--- config.mk ---
export PLATFORM = sky130hd
export DESIGN_NAME = teclado_calculadora
export DESIGN_NICKNAME = d
export VERILOG_FILES = /design/src/rtl/teclado_calculadora.sv
export SDC_FILE = /design/constraint.sdc
export NUM_CORES = 1
export LEC_CHECK = 0
export ABC_AREA = 1
export CAP_MARGIN = 10
export CORE_MARGIN = 2
export CORE_UTILIZATION = 30
export CTS_CLUSTER_SIZE = 10
export DETAILED_ROUTE_END_ITERATION = 12
export PLACE_DENSITY = 0.59
export SYNTH_ARGS = -nofsm -noshare
export SYNTH_HDL_FRONTEND = slang
export SYNTH_SLANG_ARGS = --single-unit
--- constraint.sdc ---
create_clock -name clk -period 2.45 [get_ports clk]
set_input_delay 0.49 -clock clk [delete_from_list [all_inputs] [get_ports clk]]
set_output_delay 0.49 -clock clk [all_outputs]
set_load 0.01 [all_outputs]
--- src/rtl/teclado_calculadora.sv ---
// 4x4 matrix keypad scanner for the calculator: synchronises and debounces the rows,
// then emits one digit/operator/equals/clear event per key press.
module teclado_calculadora #(
    parameter int unsigned SCAN_TICKS     = 250,
    parameter int unsigned DEBOUNCE_SCANS = 20
) (
    input  logic       clk,
    input  logic       reset,
    input  logic [3:0] filas_n,
    output logic [3:0] columnas_n,
    output logic [3:0] digito,
    output logic       digito_en,
    output logic       operando_en,
    output logic [1:0] que_operacion,
    output logic       igual_en,
    output logic       borrar_en,
    output logic       tecla_activa
);
    localparam int unsigned TW = $clog2(SCAN_TICKS);
    localparam int unsigned DW = $clog2(DEBOUNCE_SCANS + 1);

    typedef enum logic [1:0] {SCAN, DEBOUNCE, EMIT, RELEASE} state_t;

    state_t        state_q, state_d;
    logic [3:0]    filas_m_q, filas_s_q;
    logic [TW-1:0] tick_q, tick_d;
    logic [1:0]    col_q, col_d;
    logic [3:0]    columnas_n_q, columnas_n_d;
    logic [DW-1:0] cnt_q, cnt_d;
    logic [3:0]    fila_q, fila_d;
    logic [3:0]    digito_q, digito_d;
    logic [1:0]    que_operacion_q, que_operacion_d;
    logic          digito_en_q, digito_en_d;
    logic          operando_en_q, operando_en_d;
    logic          igual_en_q, igual_en_d;
    logic          borrar_en_q, borrar_en_d;
    logic          tecla_activa_q, tecla_activa_d;

    logic          sample;
    logic          one_low;
    logic          cnt_done;
    logic [3:0]    lows;
    logic [1:0]    fila_idx;
    logic [DW-1:0] cnt_inc;

    always_comb begin
        sample   = (tick_q == TW'(SCAN_TICKS - 1));
        tick_d   = sample ? '0 : tick_q + 1'b1;
        lows     = ~filas_s_q;
        one_low  = (lows != 4'd0) && ((lows & (lows - 4'd1)) == 4'd0);
        cnt_inc  = cnt_q + 1'b1;
        cnt_done = (cnt_inc == DW'(DEBOUNCE_SCANS));

        unique case (fila_q)
            4'b1110: fila_idx = 2'd0;
            4'b1101: fila_idx = 2'd1;
            4'b1011: fila_idx = 2'd2;
            default: fila_idx = 2'd3;
        endcase

        state_d         = state_q;
        col_d           = col_q;
        cnt_d           = cnt_q;
        fila_d          = fila_q;
        digito_d        = digito_q;
        que_operacion_d = que_operacion_q;
        tecla_activa_d  = tecla_activa_q;
        digito_en_d     = 1'b0;
        operando_en_d   = 1'b0;
        igual_en_d      = 1'b0;
        borrar_en_d     = 1'b0;

        unique case (state_q)
            SCAN: begin
                if (sample) begin
                    if (one_low) begin
                        fila_d  = filas_s_q;
                        cnt_d   = '0;
                        state_d = DEBOUNCE;
                    end else begin
                        col_d = col_q + 2'd1;
                    end
                end
            end
            DEBOUNCE: begin
                if (sample) begin
                    if (filas_s_q == fila_q) begin
                        if (cnt_done) begin
                            cnt_d   = '0;
                            state_d = EMIT;
                        end else begin
                            cnt_d = cnt_inc;
                        end
                    end else begin
                        col_d   = col_q + 2'd1;
                        state_d = SCAN;
                    end
                end
            end
            EMIT: begin
                // Map [row][col]: * (r3c0) and D (r3c3) fall through to no event.
                unique case ({fila_idx, col_q})
                    4'h0: begin digito_d = 4'd1; digito_en_d = 1'b1; end
                    4'h1: begin digito_d = 4'd2; digito_en_d = 1'b1; end
                    4'h2: begin digito_d = 4'd3; digito_en_d = 1'b1; end
                    4'h4: begin digito_d = 4'd4; digito_en_d = 1'b1; end
                    4'h5: begin digito_d = 4'd5; digito_en_d = 1'b1; end
                    4'h6: begin digito_d = 4'd6; digito_en_d = 1'b1; end
                    4'h8: begin digito_d = 4'd7; digito_en_d = 1'b1; end
                    4'h9: begin digito_d = 4'd8; digito_en_d = 1'b1; end
                    4'hA: begin digito_d = 4'd9; digito_en_d = 1'b1; end
                    4'hD: begin digito_d = 4'd0; digito_en_d = 1'b1; end
                    4'h3: begin que_operacion_d = 2'd1; operando_en_d = 1'b1; end
                    4'h7: begin que_operacion_d = 2'd2; operando_en_d = 1'b1; end
                    4'hE: begin que_operacion_d = 2'd3; operando_en_d = 1'b1; igual_en_d = 1'b1; end
                    4'hB: borrar_en_d = 1'b1;
                    default: ;
                endcase
                tecla_activa_d = 1'b1;
                cnt_d          = '0;
                state_d        = RELEASE;
            end
            RELEASE: begin
                if (sample) begin
                    if (filas_s_q == 4'b1111) begin
                        if (cnt_done) begin
                            cnt_d          = '0;
                            tecla_activa_d = 1'b0;
                            col_d          = col_q + 2'd1;
                            state_d        = SCAN;
                        end else begin
                            cnt_d = cnt_inc;
                        end
                    end else begin
                        cnt_d = '0;
                    end
                end
            end
            default: state_d = SCAN;
        endcase

        columnas_n_d = ~(4'b0001 << col_d);
    end

    always_ff @(posedge clk) begin
        if (reset) begin
            state_q         <= SCAN;
            filas_m_q       <= '1;
            filas_s_q       <= '1;
            tick_q          <= '0;
            col_q           <= '0;
            columnas_n_q    <= 4'b1110;
            cnt_q           <= '0;
            fila_q          <= '1;
            digito_q        <= '0;
            que_operacion_q <= '0;
            digito_en_q     <= 1'b0;
            operando_en_q   <= 1'b0;
            igual_en_q      <= 1'b0;
            borrar_en_q     <= 1'b0;
            tecla_activa_q  <= 1'b0;
        end else begin
            state_q         <= state_d;
            filas_m_q       <= filas_n;
            filas_s_q       <= filas_m_q;
            tick_q          <= tick_d;
            col_q           <= col_d;
            columnas_n_q    <= columnas_n_d;
            cnt_q           <= cnt_d;
            fila_q          <= fila_d;
            digito_q        <= digito_d;
            que_operacion_q <= que_operacion_d;
            digito_en_q     <= digito_en_d;
            operando_en_q   <= operando_en_d;
            igual_en_q      <= igual_en_d;
            borrar_en_q     <= borrar_en_d;
            tecla_activa_q  <= tecla_activa_d;
        end
    end

    assign columnas_n    = columnas_n_q;
    assign digito        = digito_q;
    assign digito_en     = digito_en_q;
    assign operando_en   = operando_en_q;
    assign que_operacion = que_operacion_q;
    assign igual_en      = igual_en_q;
    assign borrar_en     = borrar_en_q;
    assign tecla_activa  = tecla_activa_q;
endmodule
After elaboration in Yosys (flattened, before gate mapping):

Cells that the tools add are included.

* multiplexer cells: 36
* bitwise gates (word level): 4
* reduce and logical (&&, ||, !) cells: 18
* shift-type cells: 1
* add/subtract/negate cells: 4
* equal/unequal tests: 31

Operators with widths (number)
* $eq A4 B4 Y1 const B: 10
* $pmux W4 S10: 1
* $mux W5: 7
* $mux W2: 15
* $pmux W5 S4: 1
* $pmux W2 S3: 3
* $eq A4 B3 Y1 const B: 4
* $ne A2 B2 Y1 const B: 7
* $reduce_bool A10 Y1: 1
* $reduce_or A10 Y1: 1
* $add A8 B1 Y8 const B: 1
* $eq A4 B2 Y1 const B: 2
* $eq A8 B8 Y1 const B: 1
* $logic_not A4 Y1: 2
* $not A4 Y4: 2
* $pmux W2 S4: 1
* $mux W1: 7
* $reduce_and A7 Y1: 1
* $add A5 B1 Y5 const B: 1
* $eq A5 B5 Y1 const B: 1
* $reduce_and A5 Y1: 1
* $and A4 B4 Y4: 1
* $eq A2 B2 Y1 const B: 2
* $eq A4 B1 Y1 const B: 1
* other kinds (18): 20

* input port bits: 6
* register bits after elaboration: 44
* word-level logic and storage cells: 109

Depth between registers and ports, before layout:

Gate-level depths: netlist of run 1.

* word-level depth: 10
* depth in mapped cells: 12
* depth with buffers taken out: 12

Worst setup path after synthesis of run 1:

Ideal clock, no wire load.

* path kind: register to register
* from: reg col_q[0]
* to: reg digito_q[1], in the netlist digito[1]
* cell stages (with the launch flop): 12
* period minus slack after synthesis: 1.537 ns
* buffers on the path: 0
* arrival time: 1.466 ns
* slack: 0.913 ns
* cells stage by stage: dfxtp_1 inv_1 ha_1 nor2_1 nand2_1 nand2_1 nand2_1 nor2_1 nand3_1 nand2_1 nand2_1 a21oi_1

* cells in the longest elaborated chain, start to end: 3
* elaborated cells between the ends (all ways): 13

RTL lines
* start: declaration: RTL line 27 `logic [1:0] col_q, col_d;`
* start signal: assignment: RTL line 167 `col_q <= col_d;`
* $eq A4 B4 Y1, or another cell as far along: RTL line 102 `unique case ({fila_idx, col_q})`
* $reduce_bool A10 Y1 (no line)
* $reduce_and A2 Y1 (no line)
* end signal: assignment: RTL line 171 `digito_q <= digito_d;`
* end: declaration: RTL line 31 `logic [3:0] digito_q, digito_d;`

Parallel ways exist; a longest one is shown, timed or not.
A chain may end at the register's enable or synchronous reset.

Final worst setup path of run 1:

Same ends and word-level chain as after synthesis.

==> reports/qor.csv, run 1 <==
metric,value,unit
Die Height,90.9,µm
postcts setup bufs,0,
initial antenna violation count,0,
Synth-to-Final Area Change,19.9,%
FILL cells,799,
I/O pin count,21,
clock latency at the later pin of the worst-skew pair,0.30,ns
CTS buffer count,5,
Total GRT Usage,0.125,
share of cells above drive strength 1,0.0938,
TritonCTS clock tree,built,
DR vias,2014,
grt total ovfl,0,
Final Setup Violations,0,
FF/Latch Area,881,µm²
Post-CTS Resized,0,
drt drc,0,
RSZ-0062 raised after global routing,no,
drt first pass iters,4,
FP Rows,31,
slew margin rel.,0.623,
ANT cells,0,
leakage power,1.24,nW
maximum clock path buffer count,2,
Final period util,0.734,
Syn Nets,338,
Initial Util,0.311,
core region area,7290,µm²
first-pass GRT wire length,8490,µm
Max H-tree Level,2,
"FF+latch count, synth",44,
NumNets Final,364,
worst-margin pin slew,0.562,ns
critical-path cell list,inv_1 -> ha_1 -> nor2_1 -> nand2_1 -> nand2_1 -> nand2_1 -> nor2_1 -> nand3_1 -> nand2_1 -> nand2_1 -> a21oi_1,
Power Total,1.38,mW
status,"finished, final reports clean",
crit path buf inv count,1,
CP endpoint kind,register,
syn_area_per_cell,6.98,µm²
DPL Wire Length,3630,µm
clock power share,0.426,
max incr delay on CP,0.44,ns
Fin. Hold Viols,0,
"commonest non-fill, non-tap cell in the layout",nand2_1,
DIE WIDTH,90.9,µm
clock slew at the register clock pins of the worst setup and hold paths,0.08,ns
YS warnings,0,
vias per cell,4.47,
Seq pwr share,0.530,
startpoint types,register,
MaxCap Viol Count,0,
Top delay family on crit path,simple AND/OR/NAND/NOR gates,
final WL,4710,µm
area of the mapped netlist,2270,µm²
DRT antenna net count,0,
Avg WL per Cell,10.4,µm
final setup TNS,0,ns
root buf cell,clkbuf_8,
PwrDens,508,nW/µm²
"area leader, netlist",dfxtp_1,
kind of critical path,register to register,
cts hold-fix bufs,0,
peak supply drop,0.259,mV
ranking of synthesized cells by area,"dfxtp_1 39%, nand2_1 14%, inv_1 7.1%, nand3_1 7.1%, nor2_1 6.3%",
slowest cell on the critical path,dfxtp_1,
Crit Path Max Fanout,6,
clk sinks,44,
cell mode on critical path,nand2_1,
Final min period,1.80,ns
Setup Skew,0.00447,ns
final max-slew violation count,0,
vias in the first global route,1942,
Worst EP required,2.68,ns
Gate power share,0.044,
GP Congestion,0.817,
Sw Share,0.217,
sequential area share after synthesis,0.389,
worst hold-check path type,register to register,
cell count after synthesis,325,
post-synth top area share,0.389,
die footprint,8270,µm²
most frequent cells in the layout,"85 x nand2_1, 44 x dfxtp_1, 43 x inv_1",
number of distinct library cells after synthesis,34,
initial drt markers,95,
Worst EP arrival,2.03,ns
NetSw,0.299,mW
Int Power,1.08,mW
largest net degree at the start of global routing,17,
area of the multi-input gates,1200,µm²
IO buf count,20,
Max Fclk,0.556,GHz
## worst reg2reg max path, stage by stage (launching register included)
cell and delay [ns]:
dfxtp_1 0.44, inv_1 0.12, ha_1 0.27, nor2_1 0.12, nand2_1 0.06, nand2_1 0.08
nand2_1 0.05, nor2_1 0.13, nand3_1 0.18, nand2_1 0.12, nand2_1 0.05, a21oi_1 0.12
## per-layer routing
metal | routed length (µm) | GRT usage | up-vias
met5 | 0 | 0 | -
met1 | 2380 | 0.163 | 876
li1 | - | - | 1093
met2 | 2020 | 0.197 | 38
met4 | 80 | 0.0530 | 0
met3 | 230 | 0.0290 | 7
## power groups by stage
| stage | logic (mW) | registers (mW) | clock network (mW) |
|---|---|---|---|
| after floorplan | 0.0413 | 0.747 | 0 |
| after global placement | 0.0610 | 0.748 | 0 |
| after detailed placement | 0.0618 | 0.749 | 0 |
| after CTS | 0.0620 | 0.732 | 0.608 |
| after global routing | 0.0695 | 0.733 | 0.645 |
| final | 0.0609 | 0.732 | 0.588 |
## worst paths after layout
kind	depth (start not counted)	endpoint	slack, ns	startpoint
setup / recovery	11	digito[1]	0.65	col_q[0]
hold / removal	1	filas_s_q[1]	0.41	filas_m_q[1]
setup reg to reg	11	digito[1]	0.65	col_q[0]
hold reg to reg	1	filas_s_q[1]	0.41	filas_m_q[1]
## cell type report
class	instances	area share
multi-input combinational	232	0.442
sequential	44	0.324
tap	99	0.0456
timing repair buffer	23	0.0820
inverter	45	0.0622
clock inverter	2	0.0143
clock buffer	6	0.0304
## through the flow
step,utilization,instances,cell area [µm²],worst slack (ns),hold slack [ns]
after detailed placement,0.356,443,2600,0.596,0.393
after global routing,0.373,451,2720,0.445,0.437
after global placement,0.356,443,2600,0.656,0.391
after CTS,0.373,451,2720,0.672,0.415
final,0.373,451,2720,0.653,0.413
after floorplan,-,325,2270,0.913,0.389
## logic make-up (layout without fill, tap and decap cells)
family,after synthesis,after routing,synth area share
simple gates,191,191,0.397
buf+inv,49,76,0.0822
flops,44,44,0.389
compound gates,30,30,0.0778
fa+ha+maj,7,7,0.0386
xor+xnor,4,4,0.0155
## synth_stat cells
cell,number
inv_2,2
nor2_1,38
or2_2,8
nand2_4,2
a211oi_1,1
o22ai_1,1
nor2_2,2
or2_1,1
xor2_1,2
a21oi_1,10
nor2_4,1
o211ai_1,5
a21oi_2,1
inv_1,43
nor2_8,1
o21ai_1,1
nand2_1,85
xnor2_1,2
buf_2,2
a31oi_1,2
nand4_4,1
nor3b_1,2
or2_0,1
clkbuf_1,2
dfxtp_1,44
o21ai_2,1
nand3_2,1
nand4_1,8
nand2_2,1
nand3_1,32
ha_1,7
o21ai_0,8
nor3_1,6
nand3_4,1
## state kept, by name, indices dropped and copies added (netlist names), 4 cells and up, named ones only
signal / cells
tick_q: 8
cnt_q: 5
filas_s_q: 4
digito: 4
columnas_n: 4
filas_m_q: 4
fila_q: 4
No activity file was read; power rests on OpenSTA's default activity.
==> inputs of run 2 (changes only) <==
PLACE_DENSITY = 0.61   (was 0.59)
clock period = 1.6 ns   (was 2.45 ns; I/O delays follow)
==> reports/qor.csv, run 2 (synthesis gave the netlist of run 1 again) <==
metric,value,unit,change
GRT Max-Usage Layer,met2,,unchanged
vias in the first global route,2032,,was 1942
Fin. Hold Viols,0,,unchanged
DIE WIDTH,90.9,µm,unchanged
Max H-tree Level,2,,unchanged
Avg WL per Cell,10.9,µm,was 10.4 µm
Placed Cells,461,,was 443
I/O pin count,21,,unchanged
Power Total,1.95,mW,was 1.38 mW
clock slew at the register clock pins of the worst setup and hold paths,0.09,ns,was 0.08 ns
startpoint types,register,,unchanged
M2 GR Usage,0.208,,was 0.197
most frequent cells in the layout,"75 x nand2_1, 37 x inv_1, 37 x nor2_1",,"was 85 x nand2_1, 44 x dfxtp_1, 43 x inv_1"
drt first pass iters,4,,unchanged
met3 GRT Util,0.0274,,was 0.0290
Worst EP arrival,1.73,ns,was 2.03 ns
core region area,7290,µm²,unchanged
Placed Instance Area,2730,µm²,was 2600 µm²
share of cells above drive strength 1,0.267,,was 0.0938
leakage power,1.36,nW,was 1.24 nW
status,"finished, final reports clean",,unchanged
maximum clock path buffer count,2,,unchanged
DR vias,2215,,was 2014
clk sinks,44,,unchanged
ANT cells,0,,unchanged
PwrDens,646,nW/µm²,was 508 nW/µm²
design area,3020,µm²,was 2720 µm²
"commonest non-fill, non-tap cell in the layout",nand2_1,,unchanged
Max Fclk,0.653,GHz,was 0.556 GHz
CTS buffer count,5,,unchanged
slew margin rel.,0.762,,was 0.623
NumNets Final,387,,was 364
RSZ-0062 raised after global routing,yes,,was no
clock latency at the later pin of the worst-skew pair,0.30,ns,about the same
Final Setup Violations,0,,unchanged
Die Height,90.9,µm,unchanged
first-pass GRT wire length,8910,µm,was 8490 µm
final max-slew violation count,0,,unchanged
initial drt markers,141,,was 95
"Cell Count, Final, Fillers Out",474,,was 451
Synth-to-Final Area Change,33.1,%,was 19.9%
root buf cell,clkbuf_8,,unchanged
Setup Skew,0.00997,ns,was 0.00447 ns
TritonCTS clock tree,built,,unchanged
CP endpoint kind,register,,unchanged
largest net degree at the start of global routing,15,,was 17
initial antenna violation count,0,,unchanged
Worst EP required,1.80,ns,was 2.68 ns
FP Rows,31,,unchanged
DPL Wire Length,3830,µm,was 3630 µm
MaxCap Viol Count,0,,unchanged
biggest regs,"tick_q x8, cnt_q x5",,unchanged
Total GRT Usage,0.131,,was 0.125
grt total ovfl,0,,unchanged
vias per cell,4.67,,was 4.47
kind of critical path,register to register,,unchanged
Initial Util,0.311,,unchanged
worst-margin pin slew,0.354,ns,was 0.562 ns
flip-flop count of the largest register after layout,8,,unchanged
Final min period,1.53,ns,was 1.80 ns
die footprint,8270,µm²,unchanged
DRT antenna net count,0,,unchanged
worst hold-check path type,register to register,,unchanged
GP Congestion,0.911,,was 0.817
drt drc,0,,unchanged
Final period util,0.956,,was 0.734
routing usage on met1,0.171,,was 0.163
final WL,5140,µm,was 4710 µm
IO buf count,20,,unchanged
Crit Path Max Fanout,8,,was 6
peak supply drop,0.402,mV,was 0.259 mV
Biggest register,tick_q,,unchanged
run 2: through the flow:
stage	util	TNS (ns)	setup WS, ns	hold WS, ns
after floorplan	-	0	0.0631	0.389
after global placement	0.375	-0.0394	-0.0214	0.391
after detailed placement	0.375	-0.0671	-0.0397	0.393
after CTS	0.390	0	0.0000323	0.414
after global routing	0.414	-0.242	-0.0656	0.440
final	0.414	0	0.0697	0.414
run 2: repair_timing:
item | CTS | global route
endpoints found under the hold margin | 0 | 0
gates cloned | 0 | 0
gates resized for setup | 5 | 50
buffers inserted | 0 | 5
pin swaps | 2 | 12
endpoints found under the setup margin | 5 | 25
hold buffers | 0 | 0
run 2: routing by layer:
| metal | vias to the layer above | wire length [µm] |
|---|---|---|
| li1 | 1139 | - |
| met1 | 1022 | 2450 |
| met2 | 47 | 2340 |
| met3 | 7 | 243 |
| met4 | 0 | 110 |
| met5 | - | 0 |
run 2: cell type report:
class | instances | area [µm²]
fillers | 783 | 4280
multi-input cells | 232 | 1330
flip-flops and latches | 44 | 902
repair buffers | 46 | 403
inverters | 45 | 171
well taps | 99 | 124
clock buffers | 5 | 68.8
clock inverters | 3 | 18.8
run 2: final timing paths:
| kind | from | to | slack [ns] | cells past startpoint |
|---|---|---|---|---|
| min | filas_m_q[2] | filas_s_q[2] | 0.41 | 1 |
| min reg2reg | filas_m_q[2] | filas_s_q[2] | 0.41 | 1 |
| max | tick_q[1] | columnas_n[0] | 0.07 | 11 |
| max reg2reg | tick_q[1] | columnas_n[0] | 0.07 | 11 |
run 2: worst max-delay path, cell delays in order, from the launching register on:
cell     delay [ns]
dfxtp_2        0.34
inv_2          0.06
ha_4           0.16
nand4_4        0.14
nor2_8         0.18
nand2_1        0.09
nand2_2        0.07
nand3_2        0.10
nand2_2        0.09
nand3_2        0.09
nand2_2        0.08
nand2_1        0.04
run 2: power by group:
part / switching (mW) / leakage, nW / total (mW) / internal [mW]
combinational: 0.0661 / 0.959 / 0.126 / 0.0600
clock: 0.398 / 0.0479 / 0.703 / 0.305
sequential: 0.0113 / 0.356 / 1.12 / 1.11
